[src/rtl/axil_pkg.sv]
`default_nettype none
// ============================================================================
// Module   : axil_pkg
// Brief    : Shared types and constants for the AXI4-Lite master interface.
// Revision : 1.0 - initial release
// ============================================================================
package axil_pkg;

   // AXI response codes
   typedef enum logic [1:0] {
      OKAY   = 2'b00,
      EXOKAY = 2'b01,
      SLVERR = 2'b10,
      DECERR = 2'b11
   } axi_resp_t;

   // Master FSM states
   typedef enum logic [2:0] {
      ST_IDLE  = 3'd0,
      ST_WR    = 3'd1,
      ST_WR_B  = 3'd2,
      ST_RD_AR = 3'd3,
      ST_RD_R  = 3'd4,
      ST_RSP   = 3'd5
   } axil_mst_state_t;

   // Response code reported when the watchdog aborts a phase
   localparam axi_resp_t RESP_TIMEOUT = SLVERR;

endpackage : axil_pkg
`default_nettype wire

[src/rtl/axil_timeout_ctr.sv]
`default_nettype none
// ============================================================================
// Module   : axil_timeout_ctr
// Brief    : Per-phase watchdog. Counts cycles spent in a bus phase and
//            flags expiry on the cycle that completes TIMEOUT_CYCLES of
//            waiting. Saturates, never wraps. TIMEOUT_CYCLES = 0 disables it.
// Revision : 1.0 - initial release
// ============================================================================
module axil_timeout_ctr #(
   parameter int TIMEOUT_CYCLES = 1024
) (
   input  logic clk,
   input  logic rst_n,
   input  logic clear,
   input  logic enable,
   output logic expired
);

   localparam int c_cnt_w = (TIMEOUT_CYCLES > 0) ? $clog2(TIMEOUT_CYCLES + 1) : 1;

   generate
      if (TIMEOUT_CYCLES == 0) begin : g_wd_off
         logic w_unused;
         assign w_unused = &{1'b0, clk, rst_n, clear, enable};
         assign expired  = 1'b0;
      end else begin : g_wd_on
         // Count value on the last permitted waiting cycle, and saturation ceiling
         localparam logic [c_cnt_w-1:0] c_last = c_cnt_w'(TIMEOUT_CYCLES - 1);
         localparam logic [c_cnt_w-1:0] c_max  = c_cnt_w'(TIMEOUT_CYCLES);

         logic [c_cnt_w-1:0] r_cnt;

         // Cycle counter: cleared between phases, saturating while enabled
         always_ff @(posedge clk or negedge rst_n) begin
            if (!rst_n) begin
               r_cnt <= '0;
            end else if (clear) begin
               r_cnt <= '0;
            end else if (enable && (r_cnt != c_max)) begin
               r_cnt <= r_cnt + 1'b1;
            end
         end

         assign expired = enable && (r_cnt >= c_last);
      end
   endgenerate

endmodule : axil_timeout_ctr
`default_nettype wire

[src/rtl/axil_master_if.sv]
`default_nettype none
// ============================================================================
// Module   : axil_master_if
// Brief    : AXI4-Lite master. Accepts one read/write command at a time from
//            a core, runs it on the bus and returns data/response. A
//            watchdog aborts any phase the slave never completes.
// Revision : 1.0 - initial release
// ============================================================================
module axil_master_if
   import axil_pkg::*;
#(
   parameter int C_M_AXI_ADDR_WIDTH = 32,
   parameter int C_M_AXI_DATA_WIDTH = 32,
   parameter int C_TIMEOUT_CYCLES   = 1024
) (
   input  logic                            M_AXI_ACLK,
   input  logic                            M_AXI_ARESETN,
   // core command
   input  logic                            cmd_valid,
   output logic                            cmd_ready,
   input  logic                            cmd_write,
   input  logic [C_M_AXI_ADDR_WIDTH-1:0]   cmd_addr,
   input  logic [C_M_AXI_DATA_WIDTH-1:0]   cmd_wdata,
   input  logic [C_M_AXI_DATA_WIDTH/8-1:0] cmd_wstrb,
   // core response
   output logic                            rsp_valid,
   input  logic                            rsp_ready,
   output logic                            rsp_write,
   output logic [C_M_AXI_DATA_WIDTH-1:0]   rsp_rdata,
   output logic [1:0]                      rsp_resp,
   output logic                            rsp_timeout,
   // write address
   output logic [C_M_AXI_ADDR_WIDTH-1:0]   M_AXI_AWADDR,
   output logic                            M_AXI_AWVALID,
   input  logic                            M_AXI_AWREADY,
   // write data
   output logic [C_M_AXI_DATA_WIDTH-1:0]   M_AXI_WDATA,
   output logic [C_M_AXI_DATA_WIDTH/8-1:0] M_AXI_WSTRB,
   output logic                            M_AXI_WVALID,
   input  logic                            M_AXI_WREADY,
   // write response
   input  logic [1:0]                      M_AXI_BRESP,
   input  logic                            M_AXI_BVALID,
   output logic                            M_AXI_BREADY,
   // read address
   output logic [C_M_AXI_ADDR_WIDTH-1:0]   M_AXI_ARADDR,
   output logic                            M_AXI_ARVALID,
   input  logic                            M_AXI_ARREADY,
   // read data
   input  logic [C_M_AXI_DATA_WIDTH-1:0]   M_AXI_RDATA,
   input  logic [1:0]                      M_AXI_RRESP,
   input  logic                            M_AXI_RVALID,
   output logic                            M_AXI_RREADY
);

   localparam int c_strb_w = C_M_AXI_DATA_WIDTH / 8;

   axil_mst_state_t                r_state;
   logic [C_M_AXI_ADDR_WIDTH-1:0]  r_awaddr;
   logic [C_M_AXI_ADDR_WIDTH-1:0]  r_araddr;
   logic [C_M_AXI_DATA_WIDTH-1:0]  r_wdata;
   logic [c_strb_w-1:0]            r_wstrb;
   logic                           r_awvalid;
   logic                           r_wvalid;
   logic                           r_bready;
   logic                           r_arvalid;
   logic                           r_rready;
   logic                           r_aw_done;
   logic                           r_w_done;
   logic                           r_cmd_ready;
   logic                           r_rsp_valid;
   logic                           r_rsp_write;
   logic [C_M_AXI_DATA_WIDTH-1:0]  r_rsp_rdata;
   logic [1:0]                     r_rsp_resp;
   logic                           r_rsp_timeout;

   logic w_aw_hs;
   logic w_w_hs;
   logic w_b_hs;
   logic w_ar_hs;
   logic w_r_hs;
   logic w_aw_fin;
   logic w_w_fin;
   logic w_phase_done;
   logic w_wd_enable;
   logic w_wd_clear;
   logic w_wd_expired;
   logic w_timeout;

   assign w_aw_hs  = r_awvalid & M_AXI_AWREADY;
   assign w_w_hs   = r_wvalid  & M_AXI_WREADY;
   assign w_b_hs   = r_bready  & M_AXI_BVALID;
   assign w_ar_hs  = r_arvalid & M_AXI_ARREADY;
   assign w_r_hs   = r_rready  & M_AXI_RVALID;
   assign w_aw_fin = r_aw_done | w_aw_hs;
   assign w_w_fin  = r_w_done  | w_w_hs;

   // Which states are watched, and whether the current phase completes this cycle
   always_comb begin
      w_wd_enable  = 1'b0;
      w_phase_done = 1'b0;
      case (r_state)
         ST_WR:    begin w_wd_enable = 1'b1; w_phase_done = w_aw_fin & w_w_fin; end
         ST_WR_B:  begin w_wd_enable = 1'b1; w_phase_done = w_b_hs;             end
         ST_RD_AR: begin w_wd_enable = 1'b1; w_phase_done = w_ar_hs;            end
         ST_RD_R:  begin w_wd_enable = 1'b1; w_phase_done = w_r_hs;             end
         default:  ;
      endcase
   end

   // The counter restarts whenever a phase ends, so each new phase starts at zero.
   // A completing handshake in the expiry cycle takes priority over the abort.
   assign w_wd_clear = ~w_wd_enable | w_phase_done;
   assign w_timeout  = w_wd_expired & ~w_phase_done;

   axil_timeout_ctr #(
      .TIMEOUT_CYCLES (C_TIMEOUT_CYCLES)
   ) u_wd (
      .clk     (M_AXI_ACLK),
      .rst_n   (M_AXI_ARESETN),
      .clear   (w_wd_clear),
      .enable  (w_wd_enable),
      .expired (w_wd_expired)
   );

   // Transaction FSM with all bus and core outputs registered
   always_ff @(posedge M_AXI_ACLK or negedge M_AXI_ARESETN) begin
      if (!M_AXI_ARESETN) begin
         r_state       <= ST_IDLE;
         r_awaddr      <= '0;
         r_araddr      <= '0;
         r_wdata       <= '0;
         r_wstrb       <= '0;
         r_awvalid     <= 1'b0;
         r_wvalid      <= 1'b0;
         r_bready      <= 1'b0;
         r_arvalid     <= 1'b0;
         r_rready      <= 1'b0;
         r_aw_done     <= 1'b0;
         r_w_done      <= 1'b0;
         r_cmd_ready   <= 1'b0;
         r_rsp_valid   <= 1'b0;
         r_rsp_write   <= 1'b0;
         r_rsp_rdata   <= '0;
         r_rsp_resp    <= '0;
         r_rsp_timeout <= 1'b0;
      end else begin
         case (r_state)
            ST_IDLE: begin
               // Ready for a command; B/R readies drain stray late responses
               r_cmd_ready <= 1'b1;
               r_bready    <= 1'b1;
               r_rready    <= 1'b1;
               if (cmd_valid && r_cmd_ready) begin
                  r_cmd_ready <= 1'b0;
                  r_bready    <= 1'b0;
                  r_rready    <= 1'b0;
                  r_aw_done   <= 1'b0;
                  r_w_done    <= 1'b0;
                  if (cmd_write) begin
                     r_awaddr  <= cmd_addr;
                     r_wdata   <= cmd_wdata;
                     r_wstrb   <= cmd_wstrb;
                     r_awvalid <= 1'b1;
                     r_wvalid  <= 1'b1;
                     r_state   <= ST_WR;
                  end else begin
                     r_araddr  <= cmd_addr;
                     r_arvalid <= 1'b1;
                     r_state   <= ST_RD_AR;
                  end
               end
            end
            ST_WR: begin
               // AW and W retire independently
               if (w_aw_hs) begin
                  r_awvalid <= 1'b0;
                  r_aw_done <= 1'b1;
               end
               if (w_w_hs) begin
                  r_wvalid <= 1'b0;
                  r_w_done <= 1'b1;
               end
               if (w_aw_fin && w_w_fin) begin
                  r_bready <= 1'b1;
                  r_state  <= ST_WR_B;
               end
            end
            ST_WR_B: begin
               if (w_b_hs) begin
                  r_bready      <= 1'b0;
                  r_rsp_valid   <= 1'b1;
                  r_rsp_write   <= 1'b1;
                  r_rsp_rdata   <= '0;
                  r_rsp_resp    <= M_AXI_BRESP;
                  r_rsp_timeout <= 1'b0;
                  r_state       <= ST_RSP;
               end
            end
            ST_RD_AR: begin
               if (w_ar_hs) begin
                  r_arvalid <= 1'b0;
                  r_rready  <= 1'b1;
                  r_state   <= ST_RD_R;
               end
            end
            ST_RD_R: begin
               if (w_r_hs) begin
                  r_rready      <= 1'b0;
                  r_rsp_valid   <= 1'b1;
                  r_rsp_write   <= 1'b0;
                  r_rsp_rdata   <= M_AXI_RDATA;
                  r_rsp_resp    <= M_AXI_RRESP;
                  r_rsp_timeout <= 1'b0;
                  r_state       <= ST_RSP;
               end
            end
            ST_RSP: begin
               if (rsp_ready) begin
                  r_rsp_valid <= 1'b0;
                  r_state     <= ST_IDLE;
               end
            end
            default: r_state <= ST_IDLE;
         endcase

         // Watchdog abort overrides whatever the phase logic above scheduled
         if (w_timeout) begin
            r_awvalid     <= 1'b0;
            r_wvalid      <= 1'b0;
            r_arvalid     <= 1'b0;
            r_bready      <= 1'b0;
            r_rready      <= 1'b0;
            r_rsp_valid   <= 1'b1;
            r_rsp_write   <= (r_state == ST_WR) || (r_state == ST_WR_B);
            r_rsp_rdata   <= '0;
            r_rsp_resp    <= RESP_TIMEOUT;
            r_rsp_timeout <= 1'b1;
            r_state       <= ST_RSP;
         end
      end
   end

   assign cmd_ready     = r_cmd_ready;
   assign rsp_valid     = r_rsp_valid;
   assign rsp_write     = r_rsp_write;
   assign rsp_rdata     = r_rsp_rdata;
   assign rsp_resp      = r_rsp_resp;
   assign rsp_timeout   = r_rsp_timeout;
   assign M_AXI_AWADDR  = r_awaddr;
   assign M_AXI_AWVALID = r_awvalid;
   assign M_AXI_WDATA   = r_wdata;
   assign M_AXI_WSTRB   = r_wstrb;
   assign M_AXI_WVALID  = r_wvalid;
   assign M_AXI_BREADY  = r_bready;
   assign M_AXI_ARADDR  = r_araddr;
   assign M_AXI_ARVALID = r_arvalid;
   assign M_AXI_RREADY  = r_rready;

endmodule : axil_master_if
`default_nettype wire

[config.mk]
export PLATFORM = sky130hd
export DESIGN_NAME = axil_master_if
export DESIGN_NICKNAME = d
export VERILOG_FILES = /design/src/rtl/axil_pkg.sv /design/src/rtl/axil_timeout_ctr.sv /design/src/rtl/axil_master_if.sv
export SDC_FILE = /design/constraint.sdc
export NUM_CORES = 1
export LEC_CHECK = 0
export ABC_AREA = 1
export CELL_PAD_IN_SITES_DETAIL_PLACEMENT = 1
export CELL_PAD_IN_SITES_GLOBAL_PLACEMENT = 1
export CORE_UTILIZATION = 30
export CTS_BUF_LIST = sky130_fd_sc_hd__clkbuf_16
export CTS_CLUSTER_DIAMETER = 50
export DETAILED_ROUTE_END_ITERATION = 7
export PLACE_DENSITY = 0.82
export RECOVER_POWER = 50
export SYNTH_ARGS = -nofsm -noshare
export SYNTH_HDL_FRONTEND = slang
export SYNTH_SLANG_ARGS = --single-unit
export TNS_END_PERCENT = 30
[constraint.sdc]
create_clock -name M_AXI_ACLK -period 2.13 [get_ports M_AXI_ACLK]
set_input_delay 0.426 -clock M_AXI_ACLK [delete_from_list [all_inputs] [get_ports M_AXI_ACLK]]
set_output_delay 0.426 -clock M_AXI_ACLK [all_outputs]
set_load 0.01 [all_outputs]
[Yosys cells after proc, flatten, opt, wreduce, memory -nomap -nowiden]
Index checks and enable logic that the tools add are counted.
Operators by class
  add/sub/neg operators: 1
  magnitude comparators: 1
  equality and inequality tests: 19
  mux-type cells: 57
  bitwise operators: 13
  reduce and logical (&&, ||, !) cells: 27
Operators by type and width (number)
  2-to-1 mux 32 bit: 3
  one-hot mux 32 bit (2 select lines): 1
  inequality test 3 bit, second input constant: 10
  2-to-1 mux 1 bit: 27
  2-to-1 mux 11 bit: 2
  2-to-1 mux 3 bit: 7
  AND reduction 3 bit: 7
  one-hot mux 3 bit (6 select lines): 1
  AND reduction 4 bit: 4
  one-hot mux 1 bit (2 select lines): 7
  nonzero test 4 bit: 3
  adder 11 x 1 -> 11 bit, second input constant: 1
  >= comparator 11 x 10 -> 1 bit, second input constant: 1
  inequality test 11 bit, second input constant: 1
  one-hot mux 1 bit (3 select lines): 3
  nonzero test 3 bit: 3
  2-to-1 mux 2 bit: 4
  AND 1 bit: 7
  == test 3 x 2 -> 1 bit, second input constant: 2
  == test 3 bit, second input constant: 2
  inequality test 2 bit, second input constant: 3
  AND reduction 6 bit: 1
  logical AND 1 bit: 4
  one-hot mux 1 bit (4 select lines): 1
  other kinds (8): 13
Word-level totals
  register bits: 159
  input port bits: 114
  output and inout bits: 143

[Logic depth before layout (Yosys ltp)]
Gate-level depths: netlist of the first run.
  word-level depth: 8
  depth in mapped cells: 13
  mapped depth without buffers: 12

[Cells and area by module]
From an unflattened synthesis of the first run, not the netlist that was laid out.
Unflattened totals
  cell total of the unflattened synthesis: 783
  area total of the unflattened synthesis: 6876.6 sq um
Modules (own cells, without submodules)
  axil_master_if: times used 1, cells each 664, area each 6083.3 sq um
  axil_timeout_ctr: times used 1, cells each 119, area each 793.3 sq um

[Least setup slack after synthesis of the first run]
Ideal clock, no wire load.
  path type: reg2reg
  start point: reg r_state[1]
  end point: reg r_wdata[20] (netlist: M_AXI_WDATA[20])
  setup time: 0.125 ns
  arrival time: 1.726 ns
  data required time: 2.005 ns
  path slack: 0.279 ns
  stages on the path, launching flop included: 11
  path buffers: 2
  clock period less this slack: 1.851 ns
  cells stage by stage: dfrtp_1 nor2_1 inv_2 nor2_4 inv_2 o21ai_1 nand2_1 nor2_1 buf_4 buf_6 mux2_2
On the way
  longest elaborated chain between the ends: 2
Ends and longest elaborated chain
  start: declaration: RTL line axil_master_if.sv:58  | axil_mst_state_t r_state;
  start signal: assignment: RTL line axil_master_if.sv:129  | r_state <= ST_IDLE;
  start signal: assignment: RTL line axil_master_if.sv:166  | r_state <= ST_WR;
  start signal: assignment: RTL line axil_master_if.sv:170  | r_state <= ST_RD_AR;
  logical NOT 3 bit: RTL line axil_master_if.sv:148  | case (r_state)
  AND reduction 3 bit (no line)
  end signal: assignment: RTL line axil_master_if.sv:162  | r_wdata <= cmd_wdata;
  end: declaration: RTL line axil_master_if.sv:61  | logic [C_M_AXI_DATA_WIDTH-1:0] r_wdata;
Every way passes these cells.
A chain may end at the register's enable or synchronous reset.

[Worst setup path in the final report of the first run]
  start point: reg r_state[1]
  end point: reg r_wdata[31] (netlist: M_AXI_WDATA[31])
The elaborated chain is that of the path after synthesis.

==> metrics.txt, run 1 <==
outcome=complete, no violations; pin count of the biggest net entering global routing=66; most common flop cell mapped by yosys=dfrtp_1; Worst Hold End=rsp_rdata[13]; Data arrival, critical path=2380 ps; routability cong.=0.806; diode count=0; power density over the cells=1430 mW/mm²; total I/O pin count=257; register bit count reported by yosys=159; FF+latch area=0.00398 mm²; H-tree lvl count=4; Initial Utilization=30.7%; share of cells above drive strength 1=15.2%; R2R cell count=10; worst reg-to-reg setup slack=50 ps; Startpoint Class=flop; Synth Cell Area=0.00671 mm²; first-pass GRT wire length=30,700 µm; HP Start=rsp_rdata[13]; fillers=2,432; die area=0.0230 mm²; Lkg Pwr=4.85 nW; die width=152 µm; hold path depth=2; Row Count=54; post-route ant nets=0; GRT Util Overall=17.4%; launch point of the critical path=r_state[1]; setup_tns=0 ps; worst vdd ir=0.542 mV; Max Cap Viol=0; min setup slack post-route=51.8 ps; required time worst endpoint=2430 ps; clock share of power=19.6%; initial antenna violation count=0; # clock sinks=159; Hold Fails Final Rpt=0; fmax=0.481 GHz; overflow left after global routing=0; Synthesized Nets=788; die height=152 µm; fraction of the yosys area taken by sequential cells=59.3%; CP Max Fanout=6; reg2reg end=M_AXI_WDATA[31]; Period Utilization, post-route=97.6%; Placed Area=0.00970 mm²; RSZ-0062 raised after global routing=yes; Multi-input gate area=0.00231 mm²; mean number of vias per cell=4.69; Post-Route WL=21,700 µm; DP Cell Count=1,204; CTS tree=done; Setup CP Type=reg -> reg; switching pwr=5.47 mW; Comb power frac=47.5%; Area Overhead vs Synth=56.7%; Hold Path Class=reg -> reg; yosys warns=0; Reg power frac=32.9%; worst skew pair latency=420 ps; via count=5,863; Cells after Synth=672; Fin Clk Skew=15.0 ps; root buf cell=clkbuf_16; worst-margin pin slew=946 ps; DR DRC count=0; Setup crit end kind=flop; wire per inst=17.4 µm; Max Slew Vio Count=0; clk slew on worst S/H paths=60 ps; total power=15.0 mW; non-filler cells in the finished layout=1,249; HPWL Detailed=14,900 µm; clock buffer depth=2; Async SR Flop Fraction=100%; Avg Cell Area, Syn=9.99 µm²; R2R Path Start=r_state[1]; endpoints failing setup=0; slew margin rel.=36.9%; Initial DRT Pass Iterations=4; Net Sw Frac=36.4%; Port-buffer cells=256; Initial DRC Count=166; core area=0.0219 mm²; EDFF count, synth=0; Setup WS pre-CTS=-32.1 ps; Layout Nets=1,073; Num CTS Buffers=17; post-route cell area=0.0105 mm²; minimum clock period=2080 ps; vias in the first global route=6,008; Synth cell types=33; Internal=9.58 mW
==> sequential cells by signal, indices dropped and copies added, names as in the netlist <==
register and flops:
cmd_ready 1, M_AXI_AWADDR 32, rsp_valid 1, r_state 3, r_w_done 1, M_AXI_WDATA 32, M_AXI_WSTRB 4, M_AXI_ARADDR 32
rsp_resp 2, rsp_timeout 1, rsp_rdata 32, M_AXI_ARVALID 1, r_aw_done 1, M_AXI_RREADY 1, u_wd.g_wd_on.r_cnt 11, M_AXI_BREADY 1
M_AXI_AWVALID 1, rsp_write 1, M_AXI_WVALID 1
==> cells in the mapped netlist, drive strengths merged, types with 2 or more instances <==
cell | n | share of area [%]
ha | 2 | 0.37
dfrtp | 159 | 59
nor2 | 67 | 4.2
o211ai | 2 | 0.22
xnor2 | 2 | 0.26
inv | 66 | 3.7
o21ai | 42 | 4.5
a21oi | 42 | 3.1
nor3 | 2 | 0.15
mux2 | 36 | 6.0
nand2 | 157 | 8.8
xor2 | 4 | 0.52
o21bai | 3 | 0.34
nand3 | 53 | 4.2
clkbuf | 4 | 0.22
buf | 24 | 3.1
==> layout by cell type, fill, tap and decap left out, drive strengths merged, types with 29 or more instances in the layout <==
cell and count:
a21oi 42, buf 29, clkdlybuf4s50 255, dfrtp 159, inv 71, mux2 36
nand2 157, nand3 53, nor2 67, o21ai 42
==> logic make-up after synthesis <==
family	after synthesis	synth area share (%)
xor+xnor	6	0.783
simple gates	282	17.6
fa+ha+maj	2	0.373
compound gates	92	8.71
buf+inv	94	7.03
flops	159	59.3
mux	37	6.19
==> power by group through the flow <==
stage	Combinational (mW)	Clock [mW]	Sequential [mW]
3_5_place_dp	6.72	0	4.99
4_1_cts	6.76	3.05	4.95
6_report	7.15	2.94	4.96
5_1_grt	7.77	3.15	5.10
3_3_place_gp	6.52	0	4.91
2_1_floorplan	2.73	0	5.43
==> layout make-up <==
class	count	share of cell area (%)
Sequential cell	159	37.8
Timing Repair Buffer	294	29.1
Multi-Input combinational cell	419	22.0
Clock buffer	17	4.04
Tap cell	280	3.33
Inverter	66	2.38
Clock inverter	14	1.27
==> critical path, stage by stage (launching register included) <==
cell and delay [ps]:
dfrtp_2 450, nor2_4 150, inv_2 80, nor2_4 150, inv_4 80, o21ai_2 140
nand2_2 100, nor2_4 160, buf_6 140, clkbuf_16 170, mux2_2 330
==> routing by layer <==
metal  track usage [%]  up-vias  routed length [µm]
met5                 0        -                   0
met4              4.80        0                 272
met3              5.69       22                1600
met2              30.7      203               11000
met1              20.1     2909                8890
li1                  -     2729                   -
==> how the worst max path moves through the flow <==
stage | endpoint | slack [ps]
floorplan | M_AXI_WDATA[20] | 280
global placement | M_AXI_ARADDR[16] | 50
detailed placement | rsp_rdata[12] | -30
CTS | M_AXI_AWADDR[16] | 60
global route | M_AXI_AWADDR[14] | -40
finish | M_AXI_WDATA[31] | 50
==> stage by stage <==
step / utilization [%] / hold slack, ps
after floorplan: - / 130
after global routing: 48.0 / 496
after detailed placement: 44.3 / 357
after CTS: 46.9 / 468
after global placement: 44.3 / 352
final: 48.0 / 469
==> what timing repair did <==
action	CTS	global route
setup buffers	0	6
gates cloned	0	7
setup endpoints to repair	2	81
pin swaps	0	2
resized for setup	1	16
hold endpoints to repair	31	0
hold buffers	1	0
Power figures use the tool's default switching activity.
==> inputs of run 2 (changes only) <==
--- a/config.mk
+++ b/config.mk
@@ -14,6 +14,7 @@
 export DETAILED_ROUTE_END_ITERATION = 7
 export PLACE_DENSITY = 0.82
 export RECOVER_POWER = 50
+export SLEW_MARGIN = 20
 export SYNTH_ARGS = -nofsm -noshare
 export SYNTH_HDL_FRONTEND = slang
 export SYNTH_SLANG_ARGS = --single-unit
==> constraint.sdc (replaced) <==
create_clock -name M_AXI_ACLK -period 2.3 [get_ports M_AXI_ACLK]
set_input_delay 0.46 -clock M_AXI_ACLK [delete_from_list [all_inputs] [get_ports M_AXI_ACLK]]
set_output_delay 0.46 -clock M_AXI_ACLK [all_outputs]
set_load 0.01 [all_outputs]
==> run 2 against run 1 <==
Combinational power decreased by 17%. Power decreased by 12%. Clock skew decreased by 4.9 ps. Non-clock buffer count decreased by 18. Die area unchanged. Critical path depth increased by 1. Maximum frequency increased by 0.40%. Count of clock-buffer cells in the layout unchanged. Flip-flop and latch count unchanged. First-iteration DRC count increased by 7.8%. Critical endpoint is now M_AXI_AWADDR[12].
==> metrics.txt, run 2 (synthesis gave the netlist of run 1 again) <==
Data arrival, critical path=2410 ps (+30 ps); Fin Clk Skew=10.2 ps (-4.87 ps); Layout Nets=1,055 (-1.7%); HPWL Detailed=14,900 µm (about the same); Worst Hold Slack=472 ps (+3.34 ps); clk slew on worst S/H paths=70 ps (about the same); required time worst endpoint=2640 ps (+210 ps); fmax=0.483 GHz (+0.40%); initial antenna violation count=0 (unchanged); Max Cap Viol=0 (unchanged); diode count=0 (unchanged); Buf/Inv on CP=4 (unchanged); Net Sw Frac=36.1% (-0.28 points); CP Max Fanout=25 (+19); Port-buffer cells=256 (unchanged); Num CTS Buffers=17 (unchanged); setup_tns=0 ps (unchanged); overflow left after global routing=0 (unchanged); root buf cell=clkbuf_16; slew margin rel.=24.7% (-12 points); slowest CP cell=dfrtp_1; most common cell after layout, fill and taps aside=clkdlybuf4s50_1; Post-Route WL=20,100 µm (-7.6%); CP Cell Sequence=nor2_2 -> inv_2 -> nor2_4 -> inv_2 -> o21ai_1 -> nand2_1 -> nor2_4 -> buf_12 -> buf_4 -> nor2_1 -> a21oi_1; wire per inst=16.3 µm (-6.2%); H-tree lvl count=4 (unchanged); Comb power frac=44.5% (-3.0 points); clock buffer depth=2 (unchanged); Area Overhead vs Synth=52.0%; worst skew pair latency=420 ps (about the same); Reg power frac=34.1% (+1.2 points); Initial DRT Pass Iterations=4 (unchanged); routability cong.=0.803 (-0.40%); die area=0.0230 mm² (unchanged); Worst path max stage delay=410 ps (-40 ps); worst-margin pin slew=1130 ps (+183 ps); RSZ-0062 raised after global routing=no; mean number of vias per cell=4.70 (+0.13%); pin count of the biggest net entering global routing=66 (unchanged); DR DRC count=0 (unchanged); Lkg Pwr=4.78 nW (-1.5%); Hold Fails Final Rpt=0 (unchanged); post-route ant nets=0 (unchanged); Startpoint Class=flop; Hold Path Class=reg -> reg; Setup crit end kind=flop; Max Slew Vio Count=0 (unchanged); Initial DRC Count=179 (+7.8%); most frequent cells in the layout=200 x clkdlybuf4s50_1, 159 x dfrtp_1, 156 x nand2_1; CP top delay family=simple AND/OR/NAND/NOR gates; Row Count=54 (unchanged); endpoints failing setup=0 (unchanged); total I/O pin count=257 (unchanged); vias in the first global route=6,079 (+1.2%); die width=152 µm (unchanged); via count=5,786 (-1.3%); Initial Utilization=30.7% (unchanged); clock share of power=21.4% (+1.8 points); first-pass GRT wire length=31,500 µm (+2.5%); core area=0.0219 mm² (unchanged); die height=152 µm (unchanged); met3 usage=5.99% (+0.30 points); worst vdd ir=0.504 mV (-7.0%); GRT busiest layer=met2; # Post-CTS Setup Buffers=0 (unchanged); # clock sinks=159 (unchanged); Period Utilization, post-route=90.0% (-7.6 points); CTS tree=done; M1 GR Usage=21.1% (+0.91 points); power density over the cells=1300 mW/mm² (-8.8%); GRT Util Overall=17.8% (+0.41 points); switching pwr=4.80 mW (-12%); Internal=8.50 mW (-11%); Setup CP Type=reg -> reg; minimum clock period=2070 ps (-8.24 ps); met2 Use GR=30.2% (-0.48 points); share of cells above drive strength 1=12.5% (-2.7 points); outcome=complete, no violations
==> run 2: changes by cell type in the layout (fill, tap and decap cells not counted), sizes merged <==
cell,previous run,this run
clkinvlp,5,2
clkbuf,26,20
inv,71,73
dlygate4sd3,1,56
buf,29,17
clkdlybuf4s50,255,200
bufinv,1,2
==> run 2: per-stage QoR <==
stage          area (µm²)  setup slack, ps  utilization [%]  cells  total power, mW
3_3_place_gp         9640              108             44.0   1199             10.5
6_report            10200              230             46.6   1231             13.3
2_1_floorplan        6710              449                -    672             7.56
5_1_grt             10200             25.9             46.6   1231             14.2
3_5_place_dp         9640             27.6             44.0   1199             10.8
4_1_cts             10200              171             46.7   1231             13.7
==> run 2: power by group through the flow <==
stage / combinational [mW] / sequential [mW] / clock (mW)
floorplan: 2.53 / 5.03 / 0
global placement: 5.98 / 4.54 / 0
detailed placement: 6.16 / 4.62 / 0
CTS: 6.22 / 4.58 / 2.93
global route: 6.53 / 4.68 / 3.03
finish: 5.92 / 4.53 / 2.85
==> run 2: worst register-to-register path, delay by kind of cell (launching register included) <==
family	cells	cell delay (ps)
buffers and inverters	4	660
AND/OR/NAND/NOR	5	670
flip-flops	1	410
AO/OA/AOI/OAI	2	260
==> run 2: per-layer routing <==
metal	vias up	wire length [µm]
met5	-	0
met4	0	438
met3	35	1690
met2	210	9830
met1	2845	8110
li1	2696	-
==> run 2: area by class of cell <==
class	count	area, µm²
fillers	2481	11700
flip-flops and latches	159	3980
repair buffers	276	2770
multi-input cells	419	2260
clock buffers	17	425
well taps	280	350
inverters	66	248
clock inverters	14	159
==> run 2: final timing paths <==
path / startpoint / end / slack, ps / depth (start not counted)
worst max register to register: r_state[1] / M_AXI_AWADDR[12] / 230 / 11
worst min-delay path: rsp_rdata[4] / rsp_rdata[4] / 470 / 2
max in group asynchronous: M_AXI_ARESETN / r_aw_done / 330 / 3
worst min register to register: rsp_rdata[4] / rsp_rdata[4] / 470 / 2
worst max-delay path: r_state[1] / M_AXI_AWADDR[12] / 230 / 11
min in group asynchronous: M_AXI_ARESETN / M_AXI_WDATA[20] / 800 / 2
==> run 2: timing repair <==
action	in CTS	in global routing
setup endpoints to repair	0	8
resized for setup	0	1
hold endpoints to repair	38	0
hold buffers	1	0
==> inputs of run 3 (changes only) <==
--- a/config.mk
+++ b/config.mk
@@ -12,6 +12,7 @@
 export CTS_BUF_LIST = sky130_fd_sc_hd__clkbuf_16
 export CTS_CLUSTER_DIAMETER = 50
 export DETAILED_ROUTE_END_ITERATION = 7
+export GPL_TIMING_DRIVEN = 0
 export PLACE_DENSITY = 0.82
 export RECOVER_POWER = 50
 export SLEW_MARGIN = 20
==> run 3 against run 2 <==
The flow now finishes with violations (capacitance limit, slew limit). Via count decreased by 1.1%. First-iteration DRC count rose by 15%. Final cell count increased by 1.1%. Sequential share of layout area fell by 0.17 points. Sequential power is essentially flat. Register-to-register slack got worse by 30 ps. Design area up 0.43%. Highest routed layer unchanged.
==> metrics.txt, run 3 (synthesis gave the netlist of run 1 again) <==
outcome=complete, but fails checks; failing checks=capacitance limit, slew limit; endpoints failing setup=0 (unchanged); Period Utilization, post-route=91.5% (+1.5 points); worst vdd ir=0.507 mV (+0.52%); Num CTS Buffers=17 (unchanged); total power=13.3 mW (-0.25%); total I/O pin count=257 (unchanged); root buf cell=clkbuf_16; Hold Path Class=reg -> reg; die height=152 µm (unchanged); # clock sinks=159 (unchanged); switching pwr=4.90 mW (+2.1%); wire per inst=16.6 µm (+2.1%); Initial DRT Pass Iterations=4 (unchanged); clock buffer depth=2 (unchanged); power density over the cells=1300 mW/mm² (-0.67%); min setup slack post-route=196 ps (-34.1 ps); Hold Fails Final Rpt=0 (unchanged); Fin Clk Skew=10.6 ps (+0.422 ps); DR DRC count=0 (unchanged); Net Sw Frac=36.9% (+0.86 points); Data arrival, critical path=2390 ps (-20 ps); die width=152 µm (unchanged); RSZ-0062 raised after global routing=no; Area Overhead vs Synth=52.6%; most common cell after layout, fill and taps aside=clkdlybuf4s50_1; met3 WL=1580 µm (-6.7%); Port-buffer cells=256 (unchanged); required time worst endpoint=2590 ps (-50 ps); via count=5,722 (-1.1%); diode count=0 (unchanged); CTS tree=done; Startpoint Class=flop; Initial DRC Count=206 (+15%); Post-Route WL=20,700 µm (+3.2%); worst skew pair latency=420 ps (about the same); Lkg Pwr=4.83 nW (+1.2%); Setup crit end kind=flop; clk slew on worst S/H paths=70 ps (about the same); Reg power frac=34.1% (about the same); GRT Util Overall=18.1% (+0.32 points); Layout Nets=1,067 (+1.1%); Top Metal Used=met4; vias in the first global route=6,085 (+0.099%); CTS Hold Bufs=0 (-1); worst-margin pin slew=1880 ps (+752 ps); H-tree lvl count=4 (unchanged); CP Max Fanout=10 (-60%); most frequent cells in the layout=197 x clkdlybuf4s50_1, 159 x dfrtp_1, 156 x nand2_1; core area=0.0219 mm² (unchanged); DP Cell Count=1,209 (+0.83%); non-filler cells in the finished layout=1,244 (+1.1%); Row Count=54 (unchanged); Internal=8.37 mW (-1.6%); first-pass GRT wire length=31,900 µm (+1.5%); mean number of vias per cell=4.60 (-2.1%); HPWL Detailed=15,600 µm (+4.6%); slew margin rel.=-25.4% (-50 points); DRT met1 WL=8480 µm (+4.6%); overflow left after global routing=0 (unchanged); setup_tns=0 ps (unchanged); die area=0.0230 mm² (unchanged); clock share of power=20.2% (-1.2 points); Comb power frac=45.6% (+1.1 points); Setup WS pre-CTS=-215 ps (-242 ps); Max Cap Viol=1 (+1); share of cells above drive strength 1=13.7% (+1.2 points); minimum clock period=2100 ps (+34.1 ps); fmax=0.475 GHz (-1.6%); routability cong.=0.811 (+1.0%); Met2 Wirelength=10,400 µm (+6.2%); Setup CP Type=reg -> reg; Max Slew Vio Count=72 (+72); post-route ant nets=0 (unchanged); initial antenna violation count=0 (unchanged); Initial Utilization=30.7% (unchanged); pin count of the biggest net entering global routing=89 (+35%)
==> run 3: cell count changes in the layout (fill, tap and decap cells not counted), moves of 2 or more <==
cell | previous run | this run
buf_12 | 5 | 0
nor2_1 | 60 | 58
nor2_4 | 3 | 5
buf_6 | 2 | 14
clkbuf_1 | 1 | 4
clkdlybuf4s50_1 | 200 | 197
buf_2 | 0 | 7
bufinv_16 | 2 | 0
buf_4 | 10 | 4
dlygate4sd3_1 | 56 | 58
clkinv_4 | 2 | 5
==> run 3: final timing paths <==
check,start,endpoint,slack (ps),cells after the start
max,u_wd.g_wd_on.r_cnt[0],M_AXI_ARADDR[28],200,12
min,rsp_rdata[2],rsp_rdata[2],470,2
max reg2reg,u_wd.g_wd_on.r_cnt[0],M_AXI_ARADDR[28],200,12
min reg2reg,rsp_rdata[2],rsp_rdata[2],470,2
max in group asynchronous,M_AXI_ARESETN,u_wd.g_wd_on.r_cnt[7],500,2
min in group asynchronous,M_AXI_ARESETN,M_AXI_WDATA[20],560,1
==> run 3: critical path, stage by stage, from the launching register on <==
cell	delay, ps
dfrtp_1	420
ha_1	230
inv_1	90
nor2_4	150
nand3_1	130
nand3_1	120
nand3_2	150
nand2_2	130
nand3_2	80
buf_6	170
buf_6	160
nand2_1	60
o21ai_1	70
==> run 3: cell type report <==
class / count / area, µm²
buffer: 28 / 231
clock buffer: 17 / 425
clock inverter: 15 / 126
fill: 2464 / 11600
inverter: 66 / 248
multi-input combinational: 419 / 2280
sequential: 159 / 3980
tap: 280 / 350
timing repair buffer: 260 / 2600
==> run 3: per-stage QoR <==
stage                     instance area [µm²]  hold slack (ps)  utilization (%)
final                                   10200              468             46.8
after floorplan                          6710              164                -
after detailed placement                 9660              462             44.1
after CTS                               10200             6.17             46.6
after global routing                    10200              482             46.8
after global placement                   9620              454             44.0
==> run 3: timing repair <==
action / CTS / global route
resized for setup: 2 / 6
pin swaps: 0 / 1
buffers inserted: 0 / 3
endpoints found under the hold margin: 0 / 0
setup endpoints to repair: 21 / 131
==> run 3: layer usage <==
layer	GRT usage (%)	vias to the layer above
met5	0	-
met4	4.01	0
met3	5.99	16
met2	32.4	189
met1	20.9	2799
li1	-	2718
==> run 3: power groups by stage <==
stage / Combinational (mW) / Clock, mW / Sequential (mW)
global route: 6.67 / 2.87 / 4.67
detailed placement: 6.23 / 0 / 4.60
global placement: 6.07 / 0 / 4.53
floorplan: 2.53 / 0 / 5.03
CTS: 6.27 / 2.78 / 4.56
finish: 6.06 / 2.69 / 4.53
